`src/rtl/ov7670_capture.sv`:
```
// OV7670 RGB565 byte-stream capture: pairs bytes into pixels, optionally decimates 2:1
// in both axes, and drives the frame buffer write port.
module ov7670_capture #(
  parameter int unsigned H_ACTIVE = 640,
  parameter int unsigned V_ACTIVE = 480,
  parameter int unsigned DECIMATE = 1,
  parameter int unsigned FB_DEPTH = 76800
) (
  input  logic        clk,
  input  logic        rst,
  input  logic        vsync,
  input  logic        href,
  input  logic [7:0]  din,
  output logic [16:0] wraddress,
  output logic [15:0] data,
  output logic        wren,
  output logic        frame_done,
  output logic        overflow
);

  localparam int unsigned XW = $clog2(H_ACTIVE);
  localparam int unsigned YW = $clog2(V_ACTIVE);
  localparam int unsigned AW = 17;

  localparam logic [XW-1:0] X_MAX  = XW'(H_ACTIVE - 1);
  localparam logic [YW-1:0] Y_MAX  = YW'(V_ACTIVE - 1);
  localparam logic [AW-1:0] FB_LIM = AW'(FB_DEPTH);

  localparam logic [1:0] SYNC       = 2'd0;
  localparam logic [1:0] WAIT_FRAME = 2'd1;
  localparam logic [1:0] ACTIVE     = 2'd2;

  logic          vsync_q, href_q, href_qq;
  logic [7:0]    din_q;

  logic [1:0]    state, state_d;
  logic          phase, phase_d;
  logic [7:0]    hi_byte, hi_byte_d;
  logic [XW-1:0] x_cnt, x_cnt_d;
  logic [YW-1:0] y_cnt, y_cnt_d;
  logic [AW-1:0] wraddress_d;
  logic [15:0]   data_d;
  logic          wren_d, frame_done_d, overflow_d;
  logic          keep_c;

  // Camera inputs are registered once; href gets a second stage for falling-edge detection.
  always_ff @(posedge clk) begin
    vsync_q <= vsync;
    href_q  <= href;
    href_qq <= href_q;
    din_q   <= din;
  end

  assign keep_c = (DECIMATE == 0) || (!x_cnt[0] && !y_cnt[0]);

  always_comb begin
    state_d      = state;
    phase_d      = phase;
    hi_byte_d    = hi_byte;
    x_cnt_d      = x_cnt;
    y_cnt_d      = y_cnt;
    wraddress_d  = wraddress;
    data_d       = data;
    wren_d       = 1'b0;
    frame_done_d = 1'b0;
    overflow_d   = overflow;

    // A write strobed last cycle retires its address now, even across frame end.
    if (wren) wraddress_d = wraddress + AW'(1);

    case (state)
      SYNC: begin
        if (vsync_q) state_d = WAIT_FRAME;
      end
      WAIT_FRAME: begin
        if (!vsync_q) begin
          state_d     = ACTIVE;
          wraddress_d = '0;
          x_cnt_d     = '0;
          y_cnt_d     = '0;
          phase_d     = 1'b0;
          overflow_d  = 1'b0;
        end
      end
      ACTIVE: begin
        if (vsync_q) begin
          frame_done_d = 1'b1;
          phase_d      = 1'b0;
          state_d      = WAIT_FRAME;
        end else if (href_q) begin
          phase_d = ~phase;
          if (!phase) begin
            hi_byte_d = din_q;
          end else begin
            if (x_cnt != X_MAX) x_cnt_d = x_cnt + XW'(1);
            if (keep_c) begin
              if (wraddress < FB_LIM) begin
                wren_d = 1'b1;
                data_d = {hi_byte, din_q};
              end else begin
                overflow_d = 1'b1;
              end
            end
          end
        end else if (href_qq) begin
          // Line end drops any unpaired high byte.
          x_cnt_d = '0;
          phase_d = 1'b0;
          if (y_cnt != Y_MAX) y_cnt_d = y_cnt + YW'(1);
        end
      end
      default: state_d = SYNC;
    endcase
  end

  always_ff @(posedge clk) begin
    if (rst) begin
      state      <= SYNC;
      phase      <= 1'b0;
      hi_byte    <= '0;
      x_cnt      <= '0;
      y_cnt      <= '0;
      wraddress  <= '0;
      data       <= '0;
      wren       <= 1'b0;
      frame_done <= 1'b0;
      overflow   <= 1'b0;
    end else begin
      state      <= state_d;
      phase      <= phase_d;
      hi_byte    <= hi_byte_d;
      x_cnt      <= x_cnt_d;
      y_cnt      <= y_cnt_d;
      wraddress  <= wraddress_d;
      data       <= data_d;
      wren       <= wren_d;
      frame_done <= frame_done_d;
      overflow   <= overflow_d;
    end
  end

endmodule

```
`config.mk`:
```
export PLATFORM = sky130hd
export DESIGN_NAME = ov7670_capture
export DESIGN_NICKNAME = d
export VERILOG_FILES = /design/src/rtl/ov7670_capture.sv
export SDC_FILE = /design/constraint.sdc
export NUM_CORES = 1
export LEC_CHECK = 0
export BUFFER_PORTS_ARGS = -buffer_cell sky130_fd_sc_hd__buf_2
export CAP_MARGIN = 5
export CORE_MARGIN = 3
export CORE_UTILIZATION = 56
export CTS_CLUSTER_SIZE = 14
export DETAILED_ROUTE_END_ITERATION = 12
export PLACE_DENSITY = 0.79
export SYNTH_ARGS = -nofsm -noshare
export SYNTH_HDL_FRONTEND = slang
export SYNTH_SLANG_ARGS = --single-unit
```
`constraint.sdc`:
```
create_clock -name clk -period 2.6 [get_ports clk]
set_input_delay 0.78 -clock clk [delete_from_list [all_inputs] [get_ports clk]]
set_output_delay 0.78 -clock clk [all_outputs]
set_load 0.005 [all_outputs]
```
# --- Word level (Yosys, flattened, before mapping) ---
# Cells that the tools add are included.
word_totals:
  inputBits: 12
  word_cells: 88
  register_bits: 77
  out_inout_bits: 36
classes:
  reduce_logical: 15
  n_addsub: 3
  bitwise: 5
  muxes: 32
  magnitude_cmp: 1
  n_eq_ne: 18
ops:
  columns: ["op", "count"]
  rows:
  - ["two-way mux 10 bit", 6]
  - ["two-way mux 17 bit", 3]
  - ["two-way mux 9 bit", 5]
  - ["case mux 10 bit (2 select lines)", 1]
  - ["inequality test 2 bit, second input constant", 9]
  - ["case mux 9 bit (2 select lines)", 1]
  - ["AND reduction 6 bit", 3]
  - ["adder 17 x 1 -> 17 bit, second input constant", 1]
  - ["less-than comparator 17 bit, second input constant", 1]
  - ["two-way mux 1 bit", 11]
  - ["adder 10 x 1 -> 10 bit, second input constant", 1]
  - ["inequality test 10 bit, second input constant", 1]
  - ["adder 9 x 1 -> 9 bit, second input constant", 1]
  - ["inequality test 3 bit, second input constant", 3]
  - ["inequality test 9 bit, second input constant", 1]
  - ["AND reduction 7 bit", 1]
  - ["OR reduction 6 bit", 1]
  - ["inverter 1 bit", 5]
  - ["two-way mux 2 bit", 2]
  - ["inequality test 4 bit, second input constant", 1]
  - ["case mux 1 bit (2 select lines)", 2]
  - ["case mux 2 bit (2 select lines)", 1]
  - ["AND reduction 4 bit", 1]
  - ["OR reduction 2 bit", 2]
  - ["other kinds (9)", 10]

# --- Longest topological paths before layout ---
depth:
  depth_word: 7
  ltp_mapped: 8
  ltp_nobuf: 7

# --- Worst setup path before layout ---
# Ideal clock, no wire load.
synth_path:
  kind: "reg2reg"
  startpoint: "register state[0]"
  endpoint: "register y_cnt[5]"
  path_stages_with_launch: 8
  t_arrival_ps: 1969
  path_slack_ps: 561
  setup_time_ps: 70
  cell_sequence: "dfxtp_1 inv_1 ha_1 nor2_1 a311oi_4 o21ai_2 or4_1 a21oi_1"
synth_via:
  elab_chain_cells: 3
synth_lines:
  columns: ["element", "line_no", "text"]
  rows:
  - ["start, declared", "36", "logic [1:0] state, state_d;"]
  - ["start signal, assigned", "129", "state <= state_d;"]
  - ["equality test 2 bit or equality test 2 x 1 -> 1 bit (tied branches)", "71", "case (state)"]
  - ["inequality test 2 bit (no line) or nonzero test 2 bit (tied branches)", null, null]
  - ["AND reduction 6 bit (no line)", null, null]
  - ["end signal, assigned", "133", "y_cnt <= y_cnt_d;"]
  - ["end, declared", "40", "logic [YW-1:0] y_cnt, y_cnt_d;"]
# Parallel ways exist; a longest one is shown, timed or not.
# A chain may end at the register's enable or synchronous reset.

# --- Worst setup path in the final report ---
layout_path:
  startpoint: "register state[0]"
  endpoint: "register x_cnt[1]"
layout_via:
  elab_chain_cells: 3
layout_lines:
  columns: ["element", "line_no", "text"]
  rows:
  - ["equality test 2 bit or equality test 2 x 1 -> 1 bit (tied branches)", "71", null]
  - ["inequality test 3 bit (no line) (tied with other cells)", null, null]
  - ["AND reduction 6 bit (no line)", null, null]
  - ["end signal, assigned", "132", "x_cnt <= x_cnt_d;"]
  - ["end, declared", "39", "logic [XW-1:0] x_cnt, x_cnt_d;"]
# Parallel ways exist; a longest one is shown, timed or not.

==> results_dict.tcl <==
set metrics [dict create \
    dr.pass1.iters 4 \
    whs_endpoint "hi_byte[2]" \
    whs_ns 0.455 \
    r2r_slack_ns 0.36 \
    hp-start "din_q[2]" \
    cts_sinks 77 \
    drt_wl_total_um 5900 \
    syn_area_sq_um 3110 \
    synth_ff_type "dfxtp_1" \
    grt_max_degree 29 \
    grt_pass1_wl_um 9870 \
    fin_crit_sh_pct 86.1 \
    hpwl_um 4140 \
    gp_congestion 0.829 \
    area_delta_synth_final_pct 16.1 \
    leakagePower_nw 1.47 \
    switching_share_pct 24.8 \
    p_int_w 0.00162 \
    design_area_sq_um 3600 \
    postSynthCellCount 331 \
    combPwrFrac_pct 5.4 \
    ys_warn_count 0 \
    rsz0062_at_grt "false" \
    dr.first_iter.drc_count 157 \
    hold_depth 2 \
    dp_slack_ns 0.387 \
    finalSetupTns_ns 0 \
    avgSynthCellArea_sq_um 9.38 \
    port_buffers 47 \
    cts_resized 0 \
    dieArea_sq_um 6480 \
    design.core.area_sq_um 5240 \
    finalSetupViolations 0 \
    antenna_found_initial 0 \
    layout_common_cells "77 x dfxtp_1, 54 x nor2_1, 47 x buf_2" \
    hold_viol 0 \
    seq_area_frac_synth_pct 49.6 \
    pwr-share-clk_pct 38.3 \
    switching_power_w 0.000532 \
    synth_edf_count 0 \
    die_w_um 80.5 \
    dpl_cell_area_sq_um 3420 \
    skew_ns 0.00943 \
    worstPathArrival_ns 2.47 \
    critPathLaunch "state[0]" \
    ys_types 44 \
    peakVddDrop_mv 0.470 \
    wl_per_cell_um 12.9 \
    synthArstFlopShare_pct 0 \
    post-cts-setup-buffers 0 \
    synth_fp_nets 351 \
    critPathCaptureType "flop" \
    root_buffer "clkbuf_8" \
    fin_cells 457 \
    final.setup.worst_slack_ns 0.362 \
    final_common_cell "dfxtp_1" \
    drive_gt1_share_pct 18.9 \
    crit_type "reg2reg" \
    ant_nets 0 \
    seq_power_share_pct 56.3 \
    maxSlewHeadroom_pct 63.5 \
    reg2reg_depth 7 \
    synth_seq_cells 77 \
    worstSetupStartpointType "flop" \
    drv_slew 0 \
    r2r_end "x_cnt[1]" \
    p_per_area_nw_per_um2 596 \
    outcome "finished clean" \
    cts_buffers 9 \
    path_clk_slew_ns 0.09 \
    min_period_ns 2.24 \
    cts.path.max_buffers 2 \
    via_count 2427 \
    r2r-start "state[0]" \
    insertion_delay_ns 0.35 \
    drt-vias-per-instance 5.31 \
    ctsHoldBuffers 0 \
    hp-class "reg2reg" \
    layout.nets 402 \
    fmax_mhz 447 \
    grt_pass1_vias 2247 \
    worst_pin_slew_ns 0.543 \
    drc 0 \
    start_util_pct 59.3 \
    cts_tree "done" \
    rows 26 \
    gr-usage-all-layers_pct 19.6 \
    placedCellCount 441 \
    antennaDiodeCount 0 \
    crit_required_ns 2.83 \
    htree_levels 3 \
    fp.dieH_um 80.5 \
    crit_fanout 6 \
    overflow 0 \
    io_pins 48 \
    maxCapViolations 0 \
]
-- worst max-delay path, cell delays in order, from the launching register on --
cell	delay, ns
dfxtp_1	0.36
inv_1	0.10
ha_1	0.30
nand2_1	0.15
or4b_1	0.62
o21ai_2	0.30
mux2i_1	0.24
nor2_1	0.05
-- cell usage after synthesis, types with 2 or more instances --
| cell | instances | share of area (%) |
|---|---|---|
| or3_1 | 3 | 0.60 |
| nor4_1 | 2 | 0.40 |
| o31ai_1 | 2 | 0.48 |
| nor2b_1 | 2 | 0.40 |
| nor2_1 | 54 | 6.5 |
| nand3_1 | 11 | 1.8 |
| a21oi_1 | 16 | 2.6 |
| and2_1 | 3 | 0.60 |
| nand2_1 | 26 | 3.1 |
| a21o_1 | 2 | 0.48 |
| nor3_1 | 6 | 0.97 |
| nand4_1 | 8 | 1.6 |
| inv_1 | 8 | 0.97 |
| o211ai_1 | 4 | 0.97 |
| a211oi_1 | 2 | 0.48 |
| xnor2_1 | 9 | 2.5 |
| xor2_1 | 17 | 4.8 |
| o21ai_0 | 4 | 0.64 |
| and3_1 | 8 | 1.6 |
| a31oi_1 | 2 | 0.40 |
| ha_1 | 8 | 3.2 |
| mux2i_1 | 21 | 6.8 |
| o2111ai_1 | 2 | 0.56 |
| clkbuf_1 | 11 | 1.3 |
| nand2b_1 | 2 | 0.40 |
| dfxtp_1 | 77 | 50 |
| or4_1 | 4 | 0.97 |
-- registers in the layout, summed over array words and instances, names as in the netlist, 2 cells and up --
name       cells
wraddress     17
data          16
din_q          8
hi_byte        8
state          2
y_cnt          9
x_cnt         10
-- power groups by stage --
stage | logic [W] | registers (W) | clock network (W)
finish | 0.000115 | 0.00121 | 0.000823
global route | 0.000131 | 0.00121 | 0.000890
CTS | 0.000115 | 0.00121 | 0.000842
detailed placement | 0.000114 | 0.00124 | 0
global placement | 0.000111 | 0.00124 | 0
floorplan | 0.0000847 | 0.00123 | 0
-- per-stage QoR --
step	utilization [%]	total power [W]
6_report	68.8	0.00215
5_1_grt	68.8	0.00223
4_1_cts	68.8	0.00217
3_5_place_dp	65.3	0.00135
3_3_place_gp	65.3	0.00135
2_1_floorplan	-	0.00132
-- worst max-delay path by stage --
stage / endpoint / slack [ns]
5_1_grt: x_cnt[1] / 0.15
2_1_floorplan: y_cnt[5] / 0.56
3_3_place_gp: x_cnt[1] / 0.49
4_1_cts: x_cnt[1] / 0.36
3_5_place_dp: x_cnt[1] / 0.39
6_report: x_cnt[1] / 0.36
-- routing by layer --
metal / share of wire (%) / global-route usage, %
met4: 1.5 / 9.46
met2: 46 / 30.7
met5: 0 / 0
met1: 47 / 25.2
met3: 5.3 / 4.82
-- final cells by class --
cell class | instances | area, sq um
Fill cell | 427 | 1630
Inverter | 8 | 30.0
Sequential cell | 77 | 1540
Multi-Input combinational cell | 233 | 1480
Tap cell | 70 | 87.6
Clock inverter | 6 | 47.5
Timing Repair Buffer | 53 | 280
Clock buffer | 10 | 138
-- kinds of logic after synthesis --
kind of cell,synth area share (%)
buf+inv,2.70
mux,6.77
xor+xnor,7.33
flops,49.6
simple gates,20.9
compound gates,9.47
fa+ha+maj,3.22
(Power assumes the default switching activity.)
